### config.mk
export PLATFORM = sky130hd
export DESIGN_NAME = prescale_clk_div
export DESIGN_NICKNAME = d
export VERILOG_FILES = /design/src/rtl/prescale_clk_div.sv
export SDC_FILE = /design/constraint.sdc
export NUM_CORES = 1
export LEC_CHECK = 0
export ABC_AREA = 1
export CAP_MARGIN = 20
export CORE_ASPECT_RATIO = 1.75
export CORE_UTILIZATION = 25
export DETAILED_ROUTE_END_ITERATION = 10
export PLACE_DENSITY = 0.44
export SLEW_MARGIN = 25
export SYNTH_ARGS = -nofsm -noshare
export SYNTH_HDL_FRONTEND = slang
export SYNTH_SLANG_ARGS = --single-unit
### constraint.sdc
create_clock -name CLK -period 3.3 [get_ports CLK]
set_input_delay 0.66 -clock CLK [delete_from_list [all_inputs] [get_ports CLK]]
set_output_delay 0.66 -clock CLK [all_outputs]
set_load 0.005 [all_outputs]
### src/rtl/prescale_clk_div.sv
// prescale_clk_div: power-of-two prescale to ratio decoder plus a clock-enable
// divider that emits a one-cycle tick and a registered 50% divided level.
// A ratio loaded while counting waits for the end of the current period.
// Optional feature macro: PRESCALE_CHK_EN adds the sticky o_cfg_err flag.
module prescale_clk_div #(
   parameter int PRESCALE_W   = 6,
   parameter int RATIO_W      = 8,
   parameter int REF_PRESCALE = 32,
   parameter int MIN_PRESCALE = 8
) (
   input  logic                  CLK,
   input  logic                  RST,
   input  logic                  i_en,
   input  logic [PRESCALE_W-1:0] i_prescale,
   input  logic                  i_cfg_load,
   output logic [RATIO_W-1:0]    o_div_ratio,
   output logic                  o_div_tick,
   output logic                  o_div_clk,
   output logic                  o_cfg_pend
`ifdef PRESCALE_CHK_EN
   ,
   output logic                  o_cfg_err
`endif
);

   typedef enum logic [1:0] {IDLE = 2'd0, RUN = 2'd1, PEND = 2'd2} state_t;

   localparam logic [RATIO_W-1:0] ONE = RATIO_W'(1);
   localparam logic [RATIO_W-1:0] TWO = RATIO_W'(2);

   state_t               r_state;
   logic [RATIO_W-1:0]   r_cnt;
   logic [RATIO_W-1:0]   r_ratio;
   logic [RATIO_W-1:0]   r_pend;
   logic                 r_tick;
   logic                 r_dclk;

   logic                 w_legal;
   logic [RATIO_W-1:0]   w_dec;
   logic                 w_bound;
   state_t               w_state_n;
   logic [RATIO_W-1:0]   w_cnt_n;
   logic [RATIO_W-1:0]   w_ratio_n;
   logic [RATIO_W-1:0]   w_pend_n;

   // Decode: a legal prescale is a single power of two within range; anything else is ratio 1.
   always_comb begin
      w_legal = 1'b0;
      w_dec   = ONE;
      for (int i = 0; i < PRESCALE_W; i++) begin
         if ((i_prescale == PRESCALE_W'(1 << i)) &&
             ((1 << i) >= MIN_PRESCALE) && ((1 << i) <= REF_PRESCALE)) begin
            w_legal = 1'b1;
            w_dec   = RATIO_W'(REF_PRESCALE >> i);
         end
      end
   end

   // Next-state: the boundary is the tick cycle; ratio changes only there or when leaving RUN/PEND.
   always_comb begin
      w_bound   = (r_state != IDLE) && (r_cnt == (r_ratio - ONE));
      w_state_n = r_state;
      w_cnt_n   = r_cnt;
      w_ratio_n = r_ratio;
      w_pend_n  = r_pend;
      if (!i_en) begin
         w_state_n = IDLE;
         w_cnt_n   = '0;
         if (i_cfg_load)
            w_ratio_n = w_dec;
         else if (r_state == PEND)
            w_ratio_n = r_pend;
      end else if (r_state == IDLE) begin
         // Load coinciding with enable rising applies to the very first period.
         w_state_n = RUN;
         w_cnt_n   = '0;
         if (i_cfg_load)
            w_ratio_n = w_dec;
      end else begin
         if (w_bound) begin
            w_cnt_n   = '0;
            w_state_n = RUN;
            if (r_state == PEND)
               w_ratio_n = r_pend;
         end else begin
            w_cnt_n = r_cnt + ONE;
         end
         // A load on the boundary is deferred to the following boundary; last load wins.
         if (i_cfg_load) begin
            w_pend_n  = w_dec;
            w_state_n = PEND;
         end
      end
   end

   // FSM and registered outputs; tick/level are derived from the next count so they align with it.
   always_ff @(posedge CLK) begin
      if (RST) begin
         r_state <= IDLE;
         r_cnt   <= '0;
         r_ratio <= ONE;
         r_pend  <= ONE;
         r_tick  <= 1'b0;
         r_dclk  <= 1'b0;
      end else begin
         r_state <= w_state_n;
         r_cnt   <= w_cnt_n;
         r_ratio <= w_ratio_n;
         r_pend  <= w_pend_n;
         r_tick  <= (w_state_n != IDLE) && (w_cnt_n == (w_ratio_n - ONE));
         r_dclk  <= (w_state_n != IDLE) && (w_ratio_n >= TWO) &&
                    (w_cnt_n < (w_ratio_n >> 1));
      end
   end

`ifdef PRESCALE_CHK_EN
   logic r_err;

   // Sticky illegal-load flag; every load re-evaluates it.
   always_ff @(posedge CLK) begin
      if (RST)
         r_err <= 1'b0;
      else if (i_cfg_load)
         r_err <= ~w_legal;
   end

   assign o_cfg_err = r_err;
`else
   logic w_unused_legal;
   assign w_unused_legal = w_legal;
`endif

   assign o_div_ratio = r_ratio;
   assign o_div_tick  = r_tick;
   assign o_div_clk   = r_dclk;
   assign o_cfg_pend  = (r_state == PEND);

endmodule
; Yosys cells after proc, flatten, opt, wreduce, memory -nomap -nowiden
; Cells that the tools add are included.
[classes]
n_addsub = 3
n_mul = 0
n_div = 0
order_cmp = 2
eq_ne = 6
n_shift = 0
muxes = 16
n_bitwise = 1
reduce_logical = 8
[ops]
columns = op, n
row1 = 8-bit two-way mux, 9
row2 = 8-bit == test, 2
row3 = 8-bit by 1-bit subtractor with 8-bit output (second input constant), 2
row4 = 3-bit two-way mux, 3
row5 = 8-bit by 1-bit adder with 8-bit output (second input constant), 1
row6 = 8-bit by 2-bit >= comparator with 1-bit output (second input constant), 1
row7 = 8-bit by 7-bit < comparator with 1-bit output, 1
row8 = 2-bit two-way mux, 4
row9 = 6-bit by 4-bit == test with 1-bit output (second input constant), 1
row10 = 6-bit by 5-bit == test with 1-bit output (second input constant), 1
row11 = 6-bit == test (second input constant), 1
row12 = 1-bit logical AND, 4
row13 = 2-bit nonzero test, 2
row14 = 3-bit AND reduction, 1
row15 = 2-bit == test (second input constant), 1
row16 = 2-bit logical NOT, 1
row17 = 1-bit inverter, 1
[word_totals]
register_bits = 28
latch_bits = 0
ram_bits = 0
rom_bits = 0
inputBits = 10
elab_cells = 42
mem_count = 0

; Logic depth before layout (Yosys ltp)
[logic_depth]
word_depth = 10
depth_mapped = 25
mapped_depth_nobuf = 25

; Worst setup path after synthesis
; Ideal clock, no wire load.
[synth_path]
path_kind = reg-to-reg
from = reg r_ratio[0], in the netlist o_div_ratio[0]
to = reg r_tick, in the netlist o_div_tick
arrival_time_ns = 2.631
required_time_ns = 3.236
slack_ns = 0.606
path_stages_with_launch = 20
path_cell_list = dfxtp_1 -> inv_2 -> ha_1 -> xor2_1 -> nand2_1 -> nor2_2 -> nand3_2 -> nor2_4 -> nand2_2 -> nand2_1 -> nand3_1 -> nand2_1 -> o21ai_1 -> ha_1 -> xor2_1 -> nor2_1 -> nand3_1 -> nor2_1 -> nand3_1 -> nor2_1
[synth_via]
elab_chain_len = 9
elab_cells_between_ends = 20
classes_between = 2 x add/sub / 2 x eq/ne / 13 x mux / 3 x reduce/logical
[synth_rtl]
columns = item, line_no
row1 = "start, declared", 33  ; logic [RATIO_W-1:0] r_ratio;
row2 = "start signal, assigned", 108  ; r_ratio <= w_ratio_n;
row3 = 8-bit by 1-bit subtractor with 8-bit output, 61  ; w_bound = (r_state != IDLE) && (r_cnt == (r_ratio - ONE));
row4 = 8-bit == test, 61
row5 = 1-bit logical AND, 61
row6 = 8-bit two-way mux / 2-bit two-way mux (equally long branches), 80  ; if (w_bound) begin
row7 = 8-bit two-way mux / 2-bit two-way mux (equally long branches), "73, 89"
row8 = 8-bit two-way mux / 2-bit two-way mux (equally long branches), "66, 73"
row9 = 8-bit by 1-bit subtractor with 8-bit output / 2-bit two-way mux (equally long branches), "110, 66"
row10 = 8-bit == test / 2-bit nonzero test (equally long branches), 110  ; r_tick <= (w_state_n != IDLE) && (w_cnt_n == (w_ratio_n - ONE));
row11 = 1-bit logical AND (*), 110
row12 = "end signal, assigned", 110
row13 = "end, declared", 35  ; logic r_tick;
; Mark *: on every way between the ends. The rest lies on a longest branch, timed or not.
; A chain may end at the register's enable or synchronous reset.

; Worst setup path after layout
; Same ends and word-level chain as after synthesis.

==> impl_results.md <==
* Outcome: finished, final reports clean
* Worst hold margin at between 0.4 and 0.5 ns
* Final Skew at roughly 0.0042 ns
* Clock sinks at 23
* Inserted Clock Buffers at 3
* Top fanout value on the critical path at 8
* Critical path data arrival time at 3.15 ns
* Average wire per standard cell at ~15 um
* Share of cells above drive strength 1 at between 10% and 20%
* Mux share of post-synthesis cell area at 0%
* Peak VDD IR at about 0.18 mV
* Power density over cell area at ~320 nW/um^2
* Layout area overhead at 21.9%
* R2R Setup Slk at approximately 0.36 ns
* Max cap viols at 0
* Most common cell after layout, fill and taps aside: nand2_1
* RSZ-0062 raised after global routing: false
* PostCTS Resize Cnt at 0
* Die H at around 120 um
* Type of destination of the critical path: register
* Die X at approximately 70 um
* P_leak at approximately 1.1 nW
* Port Buffers at 20
* Antenna Violating Nets Remaining at 0
* Slew @ Worst Pin at slightly above 0.5 ns
* Max Clk Rate at 0.340 GHz
* Post-CTS setup buffer count at 0
* XOR/XNOR Fraction of Synth Area at under 10%
* TritonRoute pass-1 iters at 4
* Final-report hold violation count at 0
* Total negative setup slack at 0 ns
* Ant diodes at 0
* Synth top area share at approximately 23%
* I/O pin count at 21
* Starting Density at about a quarter
* Crit Path Category: reg2reg
* GPL Wtd Cong at between 0.8 and 0.9
* Adder-cell share of the synthesized area at about 6.2%
* Post-detail-place hpwl at between 5000 and 6000 um
* Vias/cell at between 4 and 5
* Worst path required time at ~3.5 ns
* DRT Wirelength at between 6000 and 7000 um
* Global-route wire length before repair at approximately 11000 um
* Fin nets at approximately 380
* Worst-Skew Late Latency at roughly 0.27 ns
* Largest family of logic cells by synthesized area: simple AND/OR/NAND/NOR gates
* Root buffer cell: clkbuf_16
* Simple-gate share of the synthesized area at a little under half
* Global route overflow at 0
* Synth Area per Inst at around 6.1 sq um
* Slew Limit Fails at 0
* Fin crit share at ~89%
* DRC viols at 0
* Post-cts hold buffer count at 0
* Total nets after synthesis at 349
* Vias in the first global route at around 2200
* Reg clk slew, reported paths at ~0.07 ns
* Total number of vias at around 2100
* Main area contributors after synthesis: dfxtp_1 (23%), nand2_1 (14%), nor2_1 (9.9%)
* Largest net degree at the start of global routing at 21
* Most frequent cells in the layout: nand2_1 (77), nor2_1 (53), inv_1 (46)
* Synth Area in Compound Gates at about 11%
* Final setup fails at 0
* Worst relative slew slack at 66.0%
* Tmin final at 2.94 ns
* Yosys cell types at 32
* Worst setup SP type: register
* Flop and latch count out of synthesis at 23
* Total track usage at between 10% and 20%
* Worst min-delay path category: reg2reg
* Initial antenna violation count at 0
* Biggest area consumer among synthesized cells: dfxtp_1
* Core region area at ~8000 sq um
* Max clock buf depth at 2
* Yosys warning total at 0
* Max H-tree Level at 1
* Initial DRC Count at ~120
* Mapped Cells at between 300 and 400
* Area of the mapped netlist at just over 2000 sq um
* # rows at 43
* Sequential area share after synthesis at a little under a quarter
* Die area at about 8500 sq um
* CTS tree: yes
[final timing paths]
check,from,end,cells past startpoint
setup reg to reg,o_div_ratio[0],o_div_tick,19
setup / recovery,o_div_ratio[0],o_div_tick,19
hold reg to reg,r_pend[2],r_pend[2],2
hold / removal,r_pend[2],r_pend[2],2
[cells in the mapped netlist]
library cell,instances
nand3b_1,5
nand2_4,2
or2_2,1
a211oi_1,3
nor3_1,8
a21o_1,1
o21ai_1,1
nand3_4,1
a21oi_2,1
nor2_1,53
buf_2,1
nand2_2,5
o21ai_0,14
nand2_1,77
a21oi_4,3
nor2_2,4
o31ai_1,1
nor4_1,1
dfxtp_1,23
clkbuf_1,3
o41ai_1,1
nand3_1,32
xnor2_1,2
nor2_4,3
inv_2,3
and3_1,1
inv_1,46
nand3_2,3
ha_1,10
nand4_1,5
a21oi_1,8
xor2_1,7
[layer usage]
layer / up-vias / wire (um) / global-route usage (%)
li1: 1109 / - / -
met1: 972 / 2370 / 16.2
met2: 43 / 3650 / 32.9
met3: 19 / 153 / 1.41
met4: 0 / 348 / 10.8
met5: - / 0 / 0
[area by class of cell]
| type | count | area (sq um) |
|---|---|---|
| fillers | 886 | 5390 |
| multi-input cells | 253 | 1360 |
| flip-flops and latches | 23 | 460 |
| repair buffers | 29 | 268 |
| inverters | 49 | 184 |
| well taps | 90 | 113 |
| clock buffers | 4 | 78.8 |
[worst max-delay path, stage by stage, from the launching register on]
cell and delay, ns:
dfxtp_1 0.40, inv_2 0.11, ha_1 0.31, xor2_1 0.14, nand2_1 0.08, nor2_2 0.12, nand3_2 0.09, nor2_4 0.19
nand2_2 0.13, nand2_1 0.08, nand3_1 0.08, nand2_1 0.07, o21ai_1 0.11, ha_1 0.33, xor2_1 0.16, nor2_1 0.09
nand3_1 0.10, nor2_1 0.12, nand3_1 0.07, nor2_1 0.11
[registers in the layout (all words and copies together) (netlist names)]
register and cells:
o_div_tick 1, r_cnt 8, o_div_clk 1, o_div_ratio 8, r_state 2, r_pend 3
[logic make-up after synthesis]
logic type	after synthesis
simple gates	201
buf+inv	53
compound gates	33
flops	23
fa+ha+maj	10
xor+xnor	9
[report_power, final]
group / internal (mW) / switching (mW)
combinational: 0.0806 / 0.132
clock: 0.166 / 0.117
sequential: 0.285 / 0.00672
total: 0.531 / 0.255
[metrics by stage]
stage	setup WS (ns)	power [mW]	area, sq um	util [%]	cells
CTS	0.311	0.795	2460	31.3	448
global placement	0.189	0.512	2380	30.3	444
finish	0.361	0.787	2460	31.3	448
global route	0.0325	0.832	2460	31.3	448
detailed placement	0.191	0.513	2380	30.3	444
floorplan	0.606	0.440	2020	-	329
No activity file was read; power rests on OpenSTA's default activity.
==> RTL change 1: new RTL, same flow settings <==
The option `PRESCALE_CHK_EN` is turned on by a define.
--- a/src/rtl/prescale_clk_div.sv
+++ b/src/rtl/prescale_clk_div.sv
@@ -3,4 +3,6 @@
 // A ratio loaded while counting waits for the end of the current period.
 // Optional feature macro: PRESCALE_CHK_EN adds the sticky o_cfg_err flag.
+`define PRESCALE_CHK_EN
+
 module prescale_clk_div #(
    parameter int PRESCALE_W   = 6,
Check against the original RTL (old outputs only; new: o_cfg_err): equivalent (Yosys induction, for registers that start in step).
==> RTL change 1 against the unedited design <==
  * Global-route usage shrank 2.2 points
  * Sequential cell count grew 1
  * Critical path depth grew 4
  * Wire length shrank 11%
  * Total power grew 4.1%
  * Design area grew 0.15%
  * Final cell count shrank 4.9%
  * Sequential power grew 4%
  * Area after synthesis shrank 1.5%
  * Non-clock buffer count grew 1
  * Worst setup slack gained 0.016 ns
  * Critical endpoint unchanged
==> RTL change 1: results (changes against the unedited design) <==
| Metric | Value |
|---|---|
| Status | `finished clean` |
| Leakage | `1.164 nW (+3.2%)` |
| IO buf count | `21 (+5.0%)` |
| Post-synth top cells | `68 x nand2_1, 47 x inv_1, 41 x nor2_1, 25 x nand3_1, 24 x dfxtp_1` |
| Unique masters post-synth | `33 (+3.1%)` |
| Clk_skew | `0.003971 ns (-0.0002728 ns)` |
| First-pass GRT wire length | `9321 µm (-14%)` |
| Setup slack at placement | `0.01782 ns (-0.1728 ns)` |
| Vias in the first global route | `1941 (-13%)` |
| Fin Hold WS | `0.4657 ns (-0.009303 ns)` |
| RePlAce Congestion | `0.7816 (-6.6%)` |
| Syn Area/Cell | `6.497 µm² (+5.9%)` |
| Min-delay src | `o_cfg_err` |
| Starting DRT DRC Count | `68 (-45%)` |
| Nets | `359 (-5.3%)` |
| Synth Area in XOR/XNOR | `7.111% (+3.2 points)` |
| Crit-path slowest cell | `dfxtp_2` |
| Critical Path Max Stage Delay | `0.38 ns (-0.02 ns)` |
| Post-synthesis compound-gate area fraction | `7.111% (-3.7 points)` |
| Ranking of synthesized cells by area | `dfxtp_1 24%, nand2_1 13%, inv_1 8.9%, nor2_1 7.7%, ha_1 6.3%` |
| VDD IR max | `166.6 µV (-7.4%)` |
| Worst-Margin Slew | `0.3384 ns (-0.1671 ns)` |
| # fillers | `852 (-3.8%)` |
| Vias/cell | `4.622 (-3.4%)` |
| Total GRT Usage | `14.57% (-2.2 points)` |
| Worst Hold End | `o_cfg_err` |
| Worst R2R Path Depth | `23 (+4)` |
| Synthesized net count | `326 (-6.6%)` |
RTL change 1: cell count changes after synthesis, moves of 3 or more:
cell,unedited run,this run
nor2_1,53,41
nand2_1,77,68
a211oi_1,3,0
o21ai_0,14,11
nand3b_1,5,1
nand4_1,5,8
a21oi_4,3,0
a21oi_1,8,12
nand3_1,32,25
RTL change 1: worst max-delay path by stage:
stage                   startpoint          to  slack [ns]  depth (start not counted)
floorplan           o_div_ratio[0]  o_div_tick        0.61                         23
global placement     i_prescale[1]  o_div_tick        0.07                         19
detailed placement   i_prescale[1]  o_div_tick        0.02                         19
CTS                 o_div_ratio[0]  o_div_tick        0.26                         25
global route        o_div_ratio[0]  o_div_tick       0.003                         23
finish              o_div_ratio[0]  o_div_tick        0.38                         23
RTL change 1: final cells by class:
| cell class | instances | area share, % |
|---|---|---|
| Multi-Input combinational cell | 228 | 53.12 |
| Sequential cell | 24 | 19.53 |
| Timing Repair Buffer | 30 | 11.26 |
| Inverter | 52 | 8.016 |
| Tap cell | 88 | 4.465 |
| Clock buffer | 4 | 3.602 |
RTL change 1: routing by layer:
metal | global-route usage, % | share of wire (%) | vias up
li1 | - | - | 1041
met1 | 14.94 | 39 | 899
met2 | 29.31 | 58 | 23
met3 | 1.511 | 1.8 | 6
met4 | 5.357 | 1.6 | 0
met5 | 0 | 0 | -
RTL change 1: where the power goes:
group,leakage (nW),switching (mW),internal (mW)
combinational,0.926,0.131,0.0857
sequential,0.194,0.00622,0.296
clock,0.0442,0.114,0.186
total,1.16,0.251,0.568
RTL change 1: stage by stage:
step / total power [mW] / area (µm²)
after floorplan: 0.4576 / 1988
after global placement: 0.5264 / 2369
after detailed placement: 0.5272 / 2369
after CTS: 0.8282 / 2457
after global routing: 0.8640 / 2466
final: 0.8187 / 2466
==> RTL change 2: new RTL, config.mk and constraints unchanged <==
Made on the original files. Remove the register `r_tick`: a continuous assignment takes its place, so the output `o_div_tick` follows one clock earlier.
--- a/src/rtl/prescale_clk_div.sv
+++ b/src/rtl/prescale_clk_div.sv
@@ -101,5 +101,4 @@
          r_ratio <= ONE;
          r_pend  <= ONE;
-         r_tick  <= 1'b0;
          r_dclk  <= 1'b0;
       end else begin
@@ -108,9 +107,10 @@
          r_ratio <= w_ratio_n;
          r_pend  <= w_pend_n;
-         r_tick  <= (w_state_n != IDLE) && (w_cnt_n == (w_ratio_n - ONE));
          r_dclk  <= (w_state_n != IDLE) && (w_ratio_n >= TWO) &&
                     (w_cnt_n < (w_ratio_n >> 1));
       end
    end
+
+   assign r_tick = (w_state_n != IDLE) && (w_cnt_n == (w_ratio_n - ONE));
 
 `ifdef PRESCALE_CHK_EN
Check against the original RTL: not equivalent (a bounded check fails within 4 cycles, from zero or initial values and one cycle with RST high).
==> RTL change 2 against the unedited design <==
  * The run now ends with design-rule violations, negative setup slack left
  * Global-route usage fell by 0.40 points
  * Sequential cell count shrank 1
  * Area after synthesis is 3.4% higher
  * Wire length increased by 0.43%
  * Worst setup slack lost 0.74 ns
  * Critical path depth increased by 3
  * Total power is 6.1% higher
  * Design area rose by 22%
  * Core utilization increased by 6.3 points
  * Largest power group is now combinational cells
==> RTL change 2: results (changes against the unedited design) <==
| Metric | Value |
|---|---|
| Synth Area in XOR/XNOR | `7.370% (+3.5 points)` |
| Total GRT Usage | `16.34% (-0.40 points)` |
| Nets | `438 (+16%)` |
| Fin Hold WS | `0.4706 ns (-0.004384 ns)` |
| Final worst-path setup slack | `-0.3832 ns (-0.7440 ns)` |
| Crit path to | `o_div_tick` |
| Drt first pass iters | `7 (+3)` |
| Final setup fails | `1 (+1)` |
| CP startpoint | `i_prescale[5]` |
| Share of cells above drive strength 1 | `32.21% (+22 points)` |
| Worst R2R Path Depth | `21 (+2)` |
| Synthesized net count | `350 (+0.29%)` |
| Placed wire-length estimate | `5554 µm (-0.23%)` |
| Signal buffers | `91 (+210%)` |
| Post-synthesis adder-cell area fraction | `5.992% (-0.20 points)` |
| Residual DRC | `2 (+2)` |
| Min-delay src | `r_pend[1]` |
| Met1 WL | `2666 µm (+12%)` |
| Number of clock buffers in the layout | `3 (-1)` |
| Seq/Total Area, Yosys | `21.09% (-1.7 points)` |
| Max-slew headroom | `65.93% (-0.11 points)` |
| Reg area | `442.9 µm² (-3.8%)` |
| Ranking of synthesized cells by area | `dfxtp_1 21%, nand2_1 15%, inv_1 6.5%, nand3_1 6.5%, ha_1 6.0%` |
| Crit-path slowest cell | `nor4_4` |
| R2r setup slk | `0.55 ns (+0.19 ns)` |
| Post-synth top cells | `81 x nand2_1, 36 x inv_1, 32 x nor2_1, 27 x nand3_1, 22 x dfxtp_1` |
| Clk_skew | `0.001657 ns (-0.002587 ns)` |
| Largest net degree at the start of global routing | `13 (-38%)` |
| Int Power | `0.5645 mW (+6.3%)` |
| Starting DRT DRC Count | `77 (-38%)` |
| Non-clk buf share | `24.03% (+13 points)` |
| CP Max Fanout | `3 (-5)` |
| Worst EP arrival | `3.02 ns (-0.13 ns)` |
| Routed met2 length | `3447 µm (-5.4%)` |
| Clock Network Area Fraction | `2.491% (-0.71 points)` |
| FF-to-FF Start | `o_div_ratio[1]` |
| Post-synthesis compound-gate area fraction | `9.107% (-1.7 points)` |
| Multi-input gate count | `254 (+0.40%)` |
| Met3 WL | `85 µm (-44%)` |
| Fraction of area in registers | `14.69% (-4.0 points)` |
| Worst Hold End | `r_pend[1]` |
| Failing checks | `design-rule violations, negative setup slack` |
| Multi-input gate share of total cell area | `49.32% (-5.9 points)` |
| Grt met2 use | `30.77% (-2.1 points)` |
| GRT met3 Usage | `0.6520% (-0.76 points)` |
| Status | `finished with violations` |
| TNS Setup | `-0.3832 ns (-0.3832 ns)` |
| VDD IR max | `166.4 µV (-7.6%)` |
| Crit path launch type | `input pin` |
| RePlAce Congestion | `0.8089 (-3.3%)` |
| Seq Cell Count | `22 (-4.3%)` |
| DR WL/cell | `12.95 µm (-11%)` |
| First-pass GRT wire length | `10800 µm (-0.38%)` |
| Non-Clock Inverter Count | `46 (-6.1%)` |
| Placed cell areas | `2851 µm² (+20%)` |
| FF-to-FF End | `o_div_clk` |
-- RTL change 2: cell types whose count changed in the layout (fill, tap and decap cells not counted), sizes merged, moves of 4 or more --
cell,change
nand2,+11
nand3b,-5
buf,+63
nor2,-14
o211ai,+4
nand3,-4
xor2,+6
nand4,+9
clkdlybuf4s50,-6
-- RTL change 2: repair_timing --
action                                  4_1_cts  5_1_grt
resized for setup                            20        2
setup buffers                                 6        1
pin swaps                                    23       15
endpoints found under the setup margin        1        1
-- RTL change 2: power groups by stage --
stage,clock network (mW),registers (mW),logic (mW)
floorplan,0,0.283,0.159
detailed placement,0,0.281,0.273
CTS,0.270,0.276,0.291
global route,0.280,0.276,0.326
global placement,0,0.281,0.274
finish,0.265,0.276,0.294
-- RTL change 2: kinds of logic after synthesis --
family	count (synthesis)
AND/OR/NAND/NOR	198
buffers and inverters	54
AO/OA/AOI/OAI	31
flip-flops	22
XOR/XNOR	15
adder cells (fa/ha/maj)	10
